File: config.mk
export PLATFORM = sky130hd
export DESIGN_NAME = note_voice_scheduler
export DESIGN_NICKNAME = d
export VERILOG_FILES = /design/src/rtl/note_pkg.sv /design/src/rtl/voice_osc.sv /design/src/rtl/note_voice_scheduler.sv
export SDC_FILE = /design/constraint.sdc
export NUM_CORES = 1
export LEC_CHECK = 0
export BUFFER_PORTS_ARGS = -buffer_cell sky130_fd_sc_hd__buf_2
export CELL_PAD_IN_SITES_DETAIL_PLACEMENT = 1
export CELL_PAD_IN_SITES_GLOBAL_PLACEMENT = 1
export CORE_AREA = 4 4 227 229
export CTS_BUF_LIST = sky130_fd_sc_hd__clkbuf_8
export CTS_CLUSTER_SIZE = 16
export DETAILED_ROUTE_END_ITERATION = 10
export DIE_AREA = 0 0 231 233
export PLACE_DENSITY = 0.9
export SETUP_SLACK_MARGIN = 0.5
export SLEW_MARGIN = 25
export SYNTH_ARGS = -nofsm -noshare
export SYNTH_HDL_FRONTEND = slang
export SYNTH_HIERARCHICAL = 1
export SYNTH_SLANG_ARGS = --single-unit
File: constraint.sdc
create_clock -name Clk -period 6.3 [get_ports Clk]
set_clock_uncertainty 0.2 [all_clocks]
set_input_delay 0.945 -clock Clk [delete_from_list [all_inputs] [get_ports Clk]]
set_output_delay 0.945 -clock Clk [all_outputs]
set_load 0.03 [all_outputs]
File: src/rtl/note_pkg.sv
// Shared constants and the note-to-phase-step table for the voice scheduler.
// Latency: none (constants and a pure function).
// Backpressure: not applicable.
package note_pkg;

    localparam int NUM_NOTES = 10;
    localparam int NOTE_W    = 4;

    typedef logic [NOTE_W-1:0] note_idx_t;

    // Phase increment per 50 MHz clock: round(f * 2^32 / 50e6), C4..E5.
    function automatic logic [31:0] note_step(input note_idx_t n);
        logic [31:0] s;
        case (n)
            4'd0:    s = 32'd22474;  // C4
            4'd1:    s = 32'd25226;  // D4
            4'd2:    s = 32'd28315;  // E4
            4'd3:    s = 32'd29999;  // F4
            4'd4:    s = 32'd33673;  // G4
            4'd5:    s = 32'd37796;  // A4
            4'd6:    s = 32'd42424;  // B4
            4'd7:    s = 32'd44948;  // C5
            4'd8:    s = 32'd50452;  // D5
            4'd9:    s = 32'd56630;  // E5
            default: s = 32'd0;
        endcase
        return s;
    endfunction

endpackage

File: src/rtl/voice_osc.sv
// Square-wave oscillator voice: 32b phase accumulator, +/-AMPLITUDE on phase[31].
// Latency: wave follows phase combinationally; phase advances one step per clock while run.
// Backpressure: none. Ports: Clk, resetn (sync, active-low), run, clear (phase := 0), step -> wave.
module voice_osc #(
    parameter int AMPLITUDE = 10000000
) (
    input  logic               Clk,
    input  logic               resetn,
    input  logic               run,
    input  logic               clear,
    input  logic [31:0]        step,
    output logic signed [31:0] wave
);

    localparam logic signed [31:0] AMP = 32'(AMPLITUDE);

    logic [31:0] phase_q, phase_d;

    // Clear wins so a freshly allocated voice always starts at phase 0;
    // a released voice simply holds its phase.
    always_comb begin
        phase_d = phase_q;
        if (clear)
            phase_d = '0;
        else if (run)
            phase_d = phase_q + step;
    end

    always_ff @(posedge Clk) begin
        if (!resetn)
            phase_q <= '0;
        else
            phase_q <= phase_d;
    end

    always_comb begin
        wave = '0;
        if (run)
            wave = phase_q[31] ? -AMP : AMP;
    end

endmodule

File: src/rtl/note_voice_scheduler.sv
// Polyphonic scheduler: 10 note keys share NUM_VOICES square voices; mixed, saturated, paced samples.
// Latency: key to voice <= 1 + 10 cycles; voice to mix 1 cycle; one sample latched per SAMPLE_DIV clocks.
// Backpressure: sample held while audio_out_allowed=0; a new tick overwrites it and pulses sample_overrun.
module note_voice_scheduler
    import note_pkg::*;
#(
    parameter int NUM_VOICES = 4,
    parameter int AMPLITUDE  = 10000000,
    parameter int SAMPLE_DIV = 1042
) (
    input  logic                  Clk,
    input  logic                  resetn,
    input  logic [NUM_NOTES-1:0]  note_keys,
    input  logic                  audio_out_allowed,
    output logic                  write_audio_out,
    output logic signed [31:0]    left_channel_out,
    output logic signed [31:0]    right_channel_out,
    output logic [NUM_VOICES-1:0] voice_busy,
    output logic                  note_dropped,
    output logic                  sample_overrun
);

    localparam int VW = (NUM_VOICES > 1) ? $clog2(NUM_VOICES) : 1;
    localparam int CW = (SAMPLE_DIV > 1) ? $clog2(SAMPLE_DIV) : 1;
    localparam logic signed [34:0] MIX_MAX = 35'sd2147483647;
    localparam logic signed [34:0] MIX_MIN = -35'sd2147483648;

    // ---------------- key scanner / voice allocation ----------------
    logic [NUM_NOTES-1:0]  keys_q;
    note_idx_t             scan_q, scan_d;
    logic [NUM_VOICES-1:0] busy_q, busy_d, clear_v;
    note_idx_t             note_q [NUM_VOICES];
    note_idx_t             note_d [NUM_VOICES];
    // mark_q[i]: key i was refused a voice during this press; it stays
    // unallocated (and unreported) until released.
    logic [NUM_NOTES-1:0]  mark_q, mark_d;
    logic                  drop_q, drop_d;
    logic                  owned, free_found;
    logic [VW-1:0]         owner, free_idx;

    always_comb begin
        busy_d     = busy_q;
        note_d     = note_q;
        mark_d     = mark_q;
        clear_v    = '0;
        drop_d     = 1'b0;
        owned      = 1'b0;
        owner      = '0;
        free_found = 1'b0;
        free_idx   = '0;
        for (int v = 0; v < NUM_VOICES; v++) begin
            if (busy_q[v] && note_q[v] == scan_q) begin
                owned = 1'b1;
                owner = VW'(v);
            end
        end
        // Descending walk leaves the lowest free index.
        for (int v = NUM_VOICES - 1; v >= 0; v--) begin
            if (!busy_q[v]) begin
                free_found = 1'b1;
                free_idx   = VW'(v);
            end
        end
        if (keys_q[scan_q]) begin
            if (!owned && !mark_q[scan_q]) begin
                if (free_found) begin
                    busy_d[free_idx]  = 1'b1;
                    note_d[free_idx]  = scan_q;
                    clear_v[free_idx] = 1'b1;
                end else begin
                    drop_d         = 1'b1;
                    mark_d[scan_q] = 1'b1;
                end
            end
        end else begin
            mark_d[scan_q] = 1'b0;
            if (owned)
                busy_d[owner] = 1'b0;
        end
        scan_d = (scan_q == NOTE_W'(NUM_NOTES - 1)) ? '0 : scan_q + NOTE_W'(1);
    end

    always_ff @(posedge Clk) begin
        if (!resetn) begin
            keys_q <= '0;
            scan_q <= '0;
            busy_q <= '0;
            mark_q <= '0;
            drop_q <= 1'b0;
            for (int v = 0; v < NUM_VOICES; v++)
                note_q[v] <= '0;
        end else begin
            keys_q <= note_keys;
            scan_q <= scan_d;
            busy_q <= busy_d;
            mark_q <= mark_d;
            drop_q <= drop_d;
            note_q <= note_d;
        end
    end

    // ---------------- voices ----------------
    logic signed [31:0] wave [NUM_VOICES];

    for (genvar g = 0; g < NUM_VOICES; g++) begin : g_voice
        voice_osc #(.AMPLITUDE(AMPLITUDE)) u_osc (
            .Clk    (Clk),
            .resetn (resetn),
            .run    (busy_q[g]),
            .clear  (clear_v[g]),
            .step   (note_step(note_q[g])),
            .wave   (wave[g])
        );
    end

    // ---------------- mixer (35b sum, saturate to 32b) ----------------
    logic signed [34:0] mix_sum;
    logic signed [31:0] mix_d, mix_q;

    always_comb begin
        mix_sum = '0;
        for (int v = 0; v < NUM_VOICES; v++)
            mix_sum = mix_sum + 35'(wave[v]);
        if (mix_sum > MIX_MAX)
            mix_d = 32'sh7FFFFFFF;
        else if (mix_sum < MIX_MIN)
            mix_d = 32'sh80000000;
        else
            mix_d = mix_sum[31:0];
    end

    // ---------------- sample pacing / handshake ----------------
    logic [CW-1:0]      cnt_q, cnt_d;
    logic               pending_q, pending_d;
    logic               overrun_q, overrun_d;
    logic signed [31:0] sample_q;
    logic               tick, handshake;

    assign tick      = (cnt_q == CW'(SAMPLE_DIV - 1));
    assign handshake = pending_q && audio_out_allowed;

    always_comb begin
        cnt_d     = tick ? '0 : cnt_q + CW'(1);
        // On a tick the fresh sample is pending regardless of a same-cycle
        // write, which consumed the previous sample.
        pending_d = tick ? 1'b1 : (handshake ? 1'b0 : pending_q);
        overrun_d = tick && pending_q && !audio_out_allowed;
    end

    always_ff @(posedge Clk) begin
        if (!resetn) begin
            mix_q     <= '0;
            cnt_q     <= '0;
            pending_q <= 1'b0;
            overrun_q <= 1'b0;
            sample_q  <= '0;
        end else begin
            mix_q     <= mix_d;
            cnt_q     <= cnt_d;
            pending_q <= pending_d;
            overrun_q <= overrun_d;
            if (tick)
                sample_q <= mix_q;
        end
    end

    assign write_audio_out   = handshake;
    assign left_channel_out  = sample_q;
    assign right_channel_out = sample_q;
    assign voice_busy        = busy_q;
    assign note_dropped      = drop_q;
    assign sample_overrun    = overrun_q;

endmodule

# Word-level counts from Yosys, hierarchy flattened
# Memories as Yosys holds them, arrays and structs flattened. A register that Yosys moved wholly into a read port is not among the register bits.
# Index checks and enable logic that the tools add are counted.
# word_totals
reg_bits	250
latchBits	0
ramBits	0
romBits	1024
input_bits	13
output_inout_bits	71
elab_cells	146
n_memories	4
# mem_list
memory	words	width	rd	rd_clocked_by_memory_dff	wr	line	text
(no name shown)	16	16	1	1	0	note_pkg.sv:14	case (n)
(no name shown)	16	16	1	1	0	note_pkg.sv:14	
(no name shown)	16	16	1	1	0	note_pkg.sv:14	
(no name shown)	16	16	1	1	0	note_pkg.sv:14	
# op_classes
addsub	9
multipliers	0
div	0
magnitude_cmp	10
eq_ne	9
n_shift	0
mux	59
n_bitwise	8
n_reduce_logical	28
# ops
operator	n
two-way mux 32 bit	9
adder 32 bit	4
two-way mux 4 bit	16
adder 34 x 32 -> 35 bit	1
> comparator 35 x 32 -> 1 bit, second input constant	1
less-than comparator 35 x 32 -> 1 bit, second input constant	1
adder 33 x 32 -> 34 bit	1
adder 32 x 32 -> 33 bit	1
two-way mux 31 bit	1
two-way mux 10 bit	3
two-way mux 1 bit	17
bitwise mux 16 bit	1
equality test 4 bit	4
OR reduction 2 bit	7
logical AND 1 bit	12
two-way mux 2 bit	6
adder 11 x 1 -> 11 bit, second input constant	1
equality test 11 bit, second input constant	1
AND 10 bit	1
NOT 10 bit	1
bitwise OR 10 bit	1
AND reduction 3 bit	3
binary-select mux 1 bit (select 4 bit)	2
demux 4 bit (select 2 bit)	1
20 further kinds	27

# Logic depth before layout (Yosys ltp)
# depth
ltp_word	13
depth_mapped	19
depth_no_buf	15

# By module
# The synthesis kept the hierarchy.
# modules_own_cells
module	instances	cells_per_inst	area_each_um2	seq_area_each_um2
note_voice_scheduler	1	1373	11860.1	3723.6
voice_osc at g_voice[1].u_osc ...	3	404	3193.1	640.6
voice_osc at g_voice[0].u_osc	1	384	3103.0	640.6

# Worst setup path before layout
# Ideal clock, no wire load.
# synth_timing
kind	reg2reg
startpoint	register busy_q[3], in the netlist voice_busy[3]
endpoint	register mix_q[7]
setup_ns	0.058
arrival_time_ns	5.183
t_required_ns	6.042
slack_ns	0.859
path_stages_with_launch	20
n_path_buf	5
period_less_slack_ns	5.441
path_cell_list	dfxtp_1 buf_6 clkbuf_1 and2_1 buf_4 inv_1 fa_1 fa_1 inv_1 ha_1 clkbuf_1 a21oi_1 o21ai_0 a221oi_1 o21ai_0 and4_1 nor4b_1 a31o_2 buf_2 a31o_2
# synth_rtl
element	line	text
start, declared	note_voice_scheduler.sv:31	logic [NUM_VOICES-1:0] busy_q, busy_d, clear_v;
start signal, assigned	note_voice_scheduler.sv:95	busy_q <= busy_d;
end signal, assigned	note_voice_scheduler.sv:158	mix_q <= mix_d;
end, declared	note_voice_scheduler.sv:118	logic signed [31:0] mix_d, mix_q;

==> results.md <==
- Status: finished clean
- Final Max Slew Viols: 0
- Fillers: between 6000 and 7000
- Grt ovf: 0
- CTS max path bufs: 3
- Setup Fix Bufs, Post-CTS: 0
- Placeable core area: 49700 µm²
- Sequential share of power: 39.8%
- Worst EP required: 6650 ps
- First-pass GRT wire length: 118000 µm
- Crit path capture: mix_q[11]$_SDFF_PN0_
- Initial antenna violation count: 1
- CP startpoint: g_voice[1].u_osc/phase_q[31]$_SDFFE_PP0P_
- Leak: 11.3 nW
- Post-layout min period: 5470 ps
- Worst hold start: mix_q[27]$_SDFF_PN0_
- Area grow syn2layout: 5.42%
- GR Util met2: 48.2%
- Pint: 3.68 mW
- Antenna viol nets, final: 0
- Least-Margin Pin Slew: 897 ps
- H-tree depth: 2
- FF-to-FF path depth: 15
- # IOs: 84
- CTS root buf: clkbuf_8
- Post-DR vias/cell: 5.85
- IO buf count: 83
- Wire length per cell: 19.6 µm
- Most common cell after layout, fill and taps aside: dfxtp_1
- Top FF cell, synth: dfxtp_1
- Starting DRT DRC Count: roughly 1200
- Met3 Resource Use GR: 3.56%
- R2r setup slk: 830 ps
- EDFF count, synth: 0
- Global placer's final weighted congestion: 0.882
- Switching Fraction: 30.8%
- Vias: 21400
- DRC Markers: 0
- CP endpoint kind: register
- Starting Density: 49.4%
- Yosys warns: 6
- Die height: approximately 230 µm
- Period utilization: between 80% and 90%
- Distinct cells, synth: 101
- Cell Area, Synth: 24500 µm²
- Gate Count Post-Synth: 2969
- Max-capacitance violation count: 0
- Switching power of the nets: approximately 1.6 mW
- Final HPWL DP: 51600 µm
- Avg Inst Size Synth: 8.27 µm²
- Reg clk slew, reported paths: roughly 60 ps
- CTS tree: yes
- Largest net degree at the start of global routing: 46
- Sum Neg Setup Slack: 0 ps
- Commonest cells after routing, fill and taps aside: dfxtp_1, inv_1, nand2_1, a21oi_1, nor2_1
- Post-placement cell count: 3559
- Reg-to-Reg End: mix_q[11]$_SDFF_PN0_
- Fmax: around 0.18 GHz
- Clock power share: 40.8%
- Total length of routed wires: 71800 µm
- Final setup fails: 0
- Sequential share of the synthesized area: 25.6%
- Overall Global Routing Usage: 26.0%
- Clock sinks: 314
- Worst rel slew slack: 39.7%
- Min Hold Slack: about 240 ps
- Die ar.: 53800 µm²
- Comb pwr share: 19.4%
- Synthesized flop and latch total: around 310
- Setup crit start kind: register
- Max FO, Critical Path: 30
- Hold-fix buffers, CTS: 0
- CP Class: reg -> reg
- Number of global-route vias before repair: 23000
- Router iterations before antenna repair: 5
- Met1 usage: 31.4%
- Power density over cell area: 205 nW/µm²
- Die W: 231 µm
- Most Crowded Layer GR: met2
- CTS Buf Count: 56
- Post-layout net count: 3224
- # rows: 82
- Share of cells above drive strength 1: between 10% and 20%
- Reg2reg start: g_voice[1].u_osc/phase_q[31]$_SDFFE_PP0P_
- Finished Layout Cells: 3666
- Post-synth ARST share: 0%
- Hold crit path type: reg -> reg
- Final hold violation count: 0
- RSZ-0062 raised after global routing: false
- Worst-Skew Late Latency: 670 ps
- Critical Path AT: 5820 ps
- Max IR drop VDD: 0.212 mV
==> synthesized netlist by cell type (13+ instances only) <==
cell type	count	area, µm²
dfxtp_1	314	6290
inv_1	257	965
nand2_1	255	957
a21oi_1	230	1150
nor2_1	204	766
ha_1	196	2450
buf_4	159	1190
o21ai_0	111	556
xnor2_1	95	832
clkbuf_1	85	319
mux2i_1	80	801
nand3_1	73	365
fa_1	69	1380
nor3_1	63	315
a21o_1	57	428
xor2_1	55	482
a31o_2	41	359
a211oi_1	37	278
nand4_1	37	231
a31oi_1	36	225
o211ai_1	34	255
and2_1	30	188
and3_1	29	181
o21bai_1	26	195
buf_2	24	120
nand2b_1	23	144
nor2b_1	23	144
o21a_1	19	143
o22ai_1	17	106
buf_6	13	146
==> area by class of cell <==
cell class	instances	area [µm²]	share of cell area [%]
multi-input combinational	2192	15800	61.2
antenna	1	2.50	0.00967
sequential	314	6290	24.3
clock buffer	67	922	3.56
timing repair buffer	112	637	2.46
clock inverter	38	339	1.31
inverter	270	1020	3.94
tap	672	841	3.25
==> worst min-delay path by stage <==
| stage | to | slack, ps | cells past startpoint |
|---|---|---|---|
| finish | left_channel_out[27]$_SDFFE_PN0P_ | 240 | 2 |
| global route | left_channel_out[11]$_SDFFE_PN0P_ | 260 | 2 |
| CTS | left_channel_out[27]$_SDFFE_PN0P_ | 240 | 2 |
| detailed placement | left_channel_out[27]$_SDFFE_PN0P_ | 230 | 2 |
| global placement | left_channel_out[30]$_SDFFE_PN0P_ | 230 | 2 |
| floorplan | left_channel_out[0]$_SDFFE_PN0P_ | 220 | 2 |
==> metal layers <==
metal / share of wire [%] / vias up
met3: 3.8 / 150
met1: 42 / 10700
met4: 2.6 / 0
li1: - / 10100
met2: 51 / 507
met5: 0 / -
==> logic make-up (layout without fill, tap and decap cells) <==
logic type / Yosys count / count (layout) / share of synthesized area [%]
and+or+nand+nor: 807 / 807 / 15.8
AOI/OAI and AO/OA: 773 / 773 / 21.8
buffers and inverters: 560 / 487 / 11.6
DFF: 314 / 314 / 25.6
adders and majority gates: 265 / 265 / 15.6
xor gates and xnor gates: 150 / 150 / 5.35
muxes: 95 / 95 / 4.18
other: 5 / 103 / 0.0765
==> critical path, cell delays in order (launching register included) <==
cell,delay (ps)
dfxtp_1,350
nand2b_1,200
inv_1,320
inv_1,140
fa_1,470
fa_1,520
inv_1,40
ha_1,380
a21oi_1,260
o21ai_0,140
a211oi_1,470
o21ai_0,400
nor4_1,490
nor4b_4,140
o311a_4,540
a31o_2,270
==> power groups by stage <==
stage                     logic [mW]  clock network, mW  registers [mW]
after CTS                      0.966               2.21            2.11
after global placement         0.905                  0            2.15
after detailed placement       0.955                  0            2.16
after floorplan                0.803                  0            2.14
final                           1.03               2.17            2.12
after global routing            1.13               2.30            2.12
==> what timing repair did <==
action                                  CTS  global route
endpoints found under the setup margin   30            31
cloned                                    0             0
gates resized for setup                   1             5
==> per-stage QoR <==
step           worst slack, ps  util [%]  area, µm²  total power [mW]
2_1_floorplan              859         -      24900              2.94
3_3_place_gp               671      49.4      24600              3.06
3_5_place_dp               204      49.4      24600              3.11
4_1_cts                    511      52.0      25800              5.29
5_1_grt                    525      52.1      25900              5.56
6_report                   833      52.1      25900              5.31
(Power assumes the default switching activity.)
